### src/rtl/alu_pkg.sv
// Shared ALU definitions: command width, opcodes and the execute-stage state type.
// Used by alu_control and the alu_exec execute stage.
package alu_pkg;

  localparam int unsigned OP_W = 4;

  localparam logic [OP_W-1:0] ALU_ADD = 4'd0;
  localparam logic [OP_W-1:0] ALU_SUB = 4'd1;
  localparam logic [OP_W-1:0] ALU_MUL = 4'd2;
  localparam logic [OP_W-1:0] ALU_AND = 4'd3;
  localparam logic [OP_W-1:0] ALU_OR  = 4'd4;

  typedef enum logic [0:0] {
    IDLE,
    MUL_RUN
  } alu_state_e;

  function automatic logic is_mul(input logic [OP_W-1:0] cmd);
    return cmd == ALU_MUL;
  endfunction

  // Only ADD/SUB (and unknown codes, which run as ADD) can raise signed overflow.
  function automatic logic is_logic_op(input logic [OP_W-1:0] cmd);
    return (cmd == ALU_AND) || (cmd == ALU_OR);
  endfunction

endpackage

### src/rtl/alu_mul_iter.sv
// Iterative shift-add multiplier: retires MUL_STEP multiplier bits per cycle and
// produces the low WIDTH bits of a*b; done/product are valid on the final iteration.
module alu_mul_iter
  import alu_pkg::*;
#(
  parameter int unsigned WIDTH    = 32,
  parameter int unsigned MUL_STEP = 1
) (
  input  logic             clk,
  input  logic             rst_n,
  input  logic             start,
  input  logic [WIDTH-1:0] a,
  input  logic [WIDTH-1:0] b,
  output logic             done,
  output logic [WIDTH-1:0] product
);

  localparam int unsigned ITER  = WIDTH / MUL_STEP;
  localparam int unsigned CNT_W = $clog2(ITER + 1);

  logic             r_run;
  logic [CNT_W-1:0] r_cnt;
  logic [WIDTH-1:0] r_mcand;
  logic [WIDTH-1:0] r_mplier;
  logic [WIDTH-1:0] r_acc;
  logic [WIDTH-1:0] w_acc_next;

  always_comb begin
    w_acc_next = r_acc;
    for (int j = 0; j < int'(MUL_STEP); j++) begin
      if (r_mplier[j]) begin
        w_acc_next = w_acc_next + (r_mcand << j);
      end
    end
  end

  always_ff @(posedge clk or negedge rst_n) begin
    if (!rst_n) begin
      r_run    <= 1'b0;
      r_cnt    <= '0;
      r_mcand  <= '0;
      r_mplier <= '0;
      r_acc    <= '0;
    end else if (start) begin
      r_run    <= 1'b1;
      r_cnt    <= CNT_W'(ITER);
      r_mcand  <= a;
      r_mplier <= b;
      r_acc    <= '0;
    end else if (r_run) begin
      r_acc    <= w_acc_next;
      r_mcand  <= r_mcand << MUL_STEP;
      r_mplier <= r_mplier >> MUL_STEP;
      r_cnt    <= r_cnt - CNT_W'(1);
      if (r_cnt == CNT_W'(1)) begin
        r_run <= 1'b0;
      end
    end
  end

  // The last partial sum is handed out combinationally so the result lands on the same edge.
  assign done    = r_run && (r_cnt == CNT_W'(1));
  assign product = w_acc_next;

endmodule

### src/rtl/alu_exec.sv
// ALU execute stage: single-cycle ADD/SUB/AND/OR, iterative MUL, valid/ready on both sides.
// Define ALU_OVERFLOW_EN to build signed-overflow detection for ADD/SUB; otherwise overflow is 0.
module alu_exec
  import alu_pkg::*;
#(
  parameter int unsigned WIDTH    = 32,
  parameter int unsigned MUL_STEP = 1
) (
  input  logic             clk,
  input  logic             rst_n,
  input  logic             in_valid,
  output logic             in_ready,
  input  logic [OP_W-1:0]  ctrl_command,
  input  logic [WIDTH-1:0] op_a,
  input  logic [WIDTH-1:0] op_b,
  output logic             out_valid,
  input  logic             out_ready,
  output logic [WIDTH-1:0] result,
  output logic             zero,
  output logic             overflow,
  output logic             busy
);

  alu_state_e       r_state;
  logic             r_out_valid;
  logic [WIDTH-1:0] r_result;
  logic             r_zero;
  logic             r_overflow;
  logic             r_busy;

  logic             w_accept;
  logic             w_mul_start;
  logic             w_mul_done;
  logic [WIDTH-1:0] w_mul_product;
  logic [WIDTH-1:0] w_alu;
  logic             w_ovf;

  assign in_ready    = (r_state == IDLE) && (!r_out_valid || out_ready);
  assign w_accept    = in_valid && in_ready;
  assign w_mul_start = w_accept && is_mul(ctrl_command);

  always_comb begin
    case (ctrl_command)
      ALU_SUB: w_alu = op_a - op_b;
      ALU_AND: w_alu = op_a & op_b;
      ALU_OR:  w_alu = op_a | op_b;
      default: w_alu = op_a + op_b;
    endcase
  end

`ifdef ALU_OVERFLOW_EN
  logic w_b_sign;

  // For SUB the effective second operand is -op_b, so its sign flips.
  assign w_b_sign = op_b[WIDTH-1] ^ (ctrl_command == ALU_SUB);
  assign w_ovf    = !is_logic_op(ctrl_command)
                    && (op_a[WIDTH-1] == w_b_sign)
                    && (w_alu[WIDTH-1] != op_a[WIDTH-1]);
`else
  assign w_ovf = 1'b0;
`endif

  alu_mul_iter #(
    .WIDTH   (WIDTH),
    .MUL_STEP(MUL_STEP)
  ) u_mul (
    .clk    (clk),
    .rst_n  (rst_n),
    .start  (w_mul_start),
    .a      (op_a),
    .b      (op_b),
    .done   (w_mul_done),
    .product(w_mul_product)
  );

  always_ff @(posedge clk or negedge rst_n) begin
    if (!rst_n) begin
      r_state     <= IDLE;
      r_out_valid <= 1'b0;
      r_result    <= '0;
      r_zero      <= 1'b0;
      r_overflow  <= 1'b0;
      r_busy      <= 1'b0;
    end else begin
      case (r_state)
        IDLE: begin
          if (w_accept) begin
            if (is_mul(ctrl_command)) begin
              r_state     <= MUL_RUN;
              r_busy      <= 1'b1;
              r_out_valid <= 1'b0;
            end else begin
              r_result    <= w_alu;
              r_zero      <= (w_alu == '0);
              r_overflow  <= w_ovf;
              r_out_valid <= 1'b1;
            end
          end else if (out_ready) begin
            r_out_valid <= 1'b0;
          end
        end
        MUL_RUN: begin
          // The output slot was freed at acceptance, so the product can always land.
          if (w_mul_done) begin
            r_state     <= IDLE;
            r_busy      <= 1'b0;
            r_result    <= w_mul_product;
            r_zero      <= (w_mul_product == '0);
            r_overflow  <= 1'b0;
            r_out_valid <= 1'b1;
          end
        end
        default: r_state <= IDLE;
      endcase
    end
  end

  assign out_valid = r_out_valid;
  assign result    = r_result;
  assign zero      = r_zero;
  assign overflow  = r_overflow;
  assign busy      = r_busy;

endmodule

### config.mk
export PLATFORM = sky130hd
export DESIGN_NAME = alu_exec
export DESIGN_NICKNAME = d
export VERILOG_FILES = /design/src/rtl/alu_pkg.sv /design/src/rtl/alu_mul_iter.sv /design/src/rtl/alu_exec.sv
export SDC_FILE = /design/constraint.sdc
export NUM_CORES = 1
export LEC_CHECK = 0
export ABC_CLOCK_PERIOD_IN_PS = 3850
export CAP_MARGIN = 15
export CORE_ASPECT_RATIO = 0.5
export CORE_MARGIN = 2
export CORE_UTILIZATION = 40
export DETAILED_ROUTE_END_ITERATION = 7
export PLACE_DENSITY_LB_ADDON = 0.25
export SYNTH_ARGS = -nofsm -noshare
export SYNTH_HDL_FRONTEND = slang
export SYNTH_SLANG_ARGS = --single-unit
### constraint.sdc
create_clock -name clk -period 3.85 [get_ports clk]
set_input_delay 0.5775 -clock clk [delete_from_list [all_inputs] [get_ports clk]]
set_output_delay 0.5775 -clock clk [all_outputs]
set_load 0.05 [all_outputs]
==> run_results.csv <==
group,metric,value,unit
critical_path,critPathLaunchType,"input port",
yosys,synth_nets,1591,
yosys,syn_inst,1450,
cells_and_area,multi_input_area,0.00851,mm²
critical_path,path_class,"in -> reg",
yosys,synth_area,0.0118,mm²
timing,setup_tns,-7.04,ns
yosys,yosysTopAreaCell,"dfrtp_1",
clock_network,cts-root-buf,"clkbuf_16",
power,irDropWorstVdd,0.368,mV
status,status,"finished with violations",
critical_path,critical_path.top_delay_family,"simple AND/OR/NAND/NOR gates",
drt,antenna_left,0,
power,power.static_leakage,7.74,nW
timing,finalWorstSetupSlack,-0.854,ns
min_path,hp-class,"in -> async",
yosys,yosysTopAreaCellShare,0.295,
yosys,synth.distinct_cells,82,
critical_path,cp_cell_sequence,"buf_6 -> or4_4 -> or4_4 -> or3_4 -> o31ai_4 -> xor2_1 -> ha_1 -> a21oi_2 -> o21a_1 -> o211ai_1 -> or4_4 -> and4_4 -> o211ai_1 -> and4b_2 -> a21oi_2 -> a31oi_2 -> o221ai_2 -> o31a_1",
grt,grt_pass1_wl,68.5,mm
timing,tightest_slew,1.03,ns
timing,period_minus_slack,4.70,ns
die,die_y,125,µm
yosys,synthFlopType,"dfrtp_1",
status,failed_checks,"negative setup slack",
cells_and_area,num-nets-final,1952,
die,start_util,0.407,
timing,finalMaxSlewViolations,0,
clock_network,cts.sinks,139,
placed_design,placed_cells,2155,
critical_path,max_stage_delay,0.53,ns
drt,post_drt_wl_per_cell,19.8,µm
cells_and_area,n_antenna_cell,0,
critical_path,r2r-start,"u_mul.r_acc[3]",
timing,setup_viol,17,
clock_network,clk-insertion-delay-late,0.45,ns
yosys,synthTopCellsByArea,"dfrtp_1, mux2i_1, ha_1",
die,core,0.0290,mm²
critical_path,path_depth,18,
timing,slew_headroom,0.316,
clock_network,cts_max_level,4,
cells_and_area,fillers,2530,
die,fp.dieW,247,µm
critical_path,path_max_fanout,3,
drt,vias_per_cell,5.80,
clock_network,cts_buffers,17,
grt,grt_pass1_vias,12300,
critical_path,r2r.worst_path.cells,13,
timing,timing.hold.ws,0.142,ns
timing,hold_violations,0,
power,power_density,621,mW/mm²
clock_network,clk_path_buf_depth,2,
grt,grt-ovfl-total,0,
drt,route.detailed.drc,0,
critical_path,critPathBufInv,1,
yosys,avgSynthCellArea,8.14,µm²
yosys,async_flop_share,1.00,
yosys,ys_warn_count,0,
timing,fmax,0.213,GHz
cells_and_area,synthToLayoutAreaGrowth,41.2,%
die,ioPinCount,109,
placed_design,io_buffers,107,
die,dieArea,0.0310,mm²
critical_path,r2r_slack,-0.13,ns
flow_run,timing.max_cap.violations,0,
drt,drtIter0Drc,1513,
drt,vias,12800,
critical_path,cp_common_cell,"or4_4",
placed_design,post-dp-hpwl,33.9,mm
cells_and_area,drive_gt1_frac,0.266,
yosys,synth-edff-count,0,
critical_path,worstPathArrival,5.03,ns
yosys,ys_ff_latch,139,
drt,firstDrtPassIters,6,
placed_design,gp_congestion,0.975,
critical_path,crit_slowest_cell,"or4_4",
die,fp-row-count,44,
grt,grt_max_degree,85,
critical_path,required,4.18,ns
cells_and_area,fin_cells,2214,
grt,grt_util_all_layers,0.283,
drt,totalWireLength,43.9,mm
clock_network,cts_tree,"built",
cells_and_area,ff_latch_area,0.00348,mm²
grt,grt_antenna_before_repair,0,
timing,rsz0062_at_grt,"yes",
critical_path,setup.worst_path.end_class,"flip-flop",
critical_path,cp-startpoint,"op_b[10]",
clock_network,clkTransAtPathRegs,0.07,ns
timing,period_share,1.22,
timing,skew,0.0128,ns
critical_path,r2r_end,"zero",
yosys,seq_area_frac_synth,0.295,
## flip-flops by register name, indices dropped and copies added (netlist names)
signal and cells:
u_mul.r_mplier 32, result 32, r_state 1, busy 1, u_mul.r_cnt 6, u_mul.r_run 1, u_mul.r_acc 32, out_valid 1
u_mul.r_mcand 32, zero 1
## per-stage QoR
step                      cell area [µm²]  worst slack (ns)  utilization  total power, mW
after floorplan                     11900            -0.940            -             6.11
after global placement              15400             -1.59        0.530             8.19
after detailed placement            15400             -1.70        0.530             8.35
after CTS                           16400            -0.969        0.564             10.2
after global routing                16700             -1.07        0.575             11.0
final                               16700            -0.854        0.575             10.4
## cell type report
| class | count | share of cell area |
|---|---|---|
| Clock buffer | 18 | 0.0263 |
| Clock inverter | 13 | 0.00803 |
| Inverter | 32 | 0.00735 |
| Multi-Input combinational cell | 1194 | 0.510 |
| Sequential cell | 139 | 0.209 |
| Tap cell | 391 | 0.0293 |
| Timing Repair Buffer | 427 | 0.210 |
## synth_stat cells (11+ instances only)
cell and count:
or3_1 20, clkbuf_1 74, o31ai_1 19, ha_1 67
nor3_1 32, o21a_1 11, a21o_1 32, nand4_1 14
nor2b_1 13, xor2_1 31, nor2_1 120, and2_1 13
nand3_1 13, dfrtp_1 139, mux2i_1 90, a22o_1 11
xnor2_1 35, a21oi_1 90, o211ai_1 15, a211oi_1 54
a31oi_1 14, inv_1 30, nand2_1 198, o21ai_0 130
## metal layers
| layer | vias up | global-route usage | part of all wire |
|---|---|---|---|
| li1 | 6094 | - | - |
| met1 | 6156 | 0.427 | 0.47 |
| met2 | 535 | 0.406 | 0.42 |
| met3 | 49 | 0.0646 | 0.093 |
| met4 | 0 | 0.0659 | 0.016 |
| met5 | - | 0 | 0 |
## placed cells by master, fill, tap and decap left out, types with 9 or more instances in the layout
| master | n |
|---|---|
| a22o_1 | 11 |
| clkdlybuf4s50_1 | 89 |
| dfrtp_1 | 138 |
| nand2_1 | 193 |
| or3_1 | 16 |
| o211ai_1 | 15 |
| nor2_1 | 116 |
| xor2_1 | 31 |
| o31ai_1 | 11 |
| inv_1 | 28 |
| o21a_1 | 11 |
| o21ai_0 | 114 |
| a211oi_1 | 46 |
| nand3_1 | 13 |
| clkbuf_16 | 17 |
| o21ai_1 | 10 |
| a21oi_2 | 9 |
| nor2b_1 | 12 |
| ha_1 | 62 |
| and2_1 | 13 |
| nor3_1 | 26 |
| nand4_1 | 14 |
| mux2i_1 | 89 |
| a21o_1 | 32 |
| buf_4 | 312 |
| a21oi_1 | 79 |
| a31oi_1 | 11 |
| xnor2_1 | 30 |
## how the worst max path moves through the flow
| stage | to | slack (ns) |
|---|---|---|
| 5_1_grt | result[31] | -1.07 |
| 3_3_place_gp | result[31] | -1.59 |
| 3_5_place_dp | result[31] | -1.70 |
| 4_1_cts | result[31] | -0.97 |
| 6_report | result[31] | -0.85 |
| 2_1_floorplan | result[31] | -0.94 |
## logic make-up (layout without fill, tap and decap cells)
| kind of cell | after synthesis | after routing | synth area share |
|---|---|---|---|
| AOI/OAI and AO/OA | 459 | 459 | 0.256 |
| xor gates and xnor gates | 66 | 66 | 0.0490 |
| adders and majority gates | 69 | 69 | 0.0744 |
| buffers and inverters | 117 | 490 | 0.0377 |
| DFF | 139 | 139 | 0.295 |
| muxes | 98 | 98 | 0.0839 |
| other | 1 | 1 | 0.000318 |
| and+or+nand+nor | 501 | 501 | 0.204 |
## what timing repair did
item	4_1_cts	5_1_grt
gates resized for setup	98	74
cloned	0	0
hold buffers	0	0
pin swaps	53	54
setup endpoints to repair	21	21
buffers inserted	23	10
## report_power, final
part	leakage [nW]	switching, mW	total (mW)	internal, mW
clock	0.281	0.776	1.70	0.920
combinational	5.72	3.55	6.19	2.65
sequential	1.74	0.473	2.46	1.99
Power figures use the tool's default switching activity.
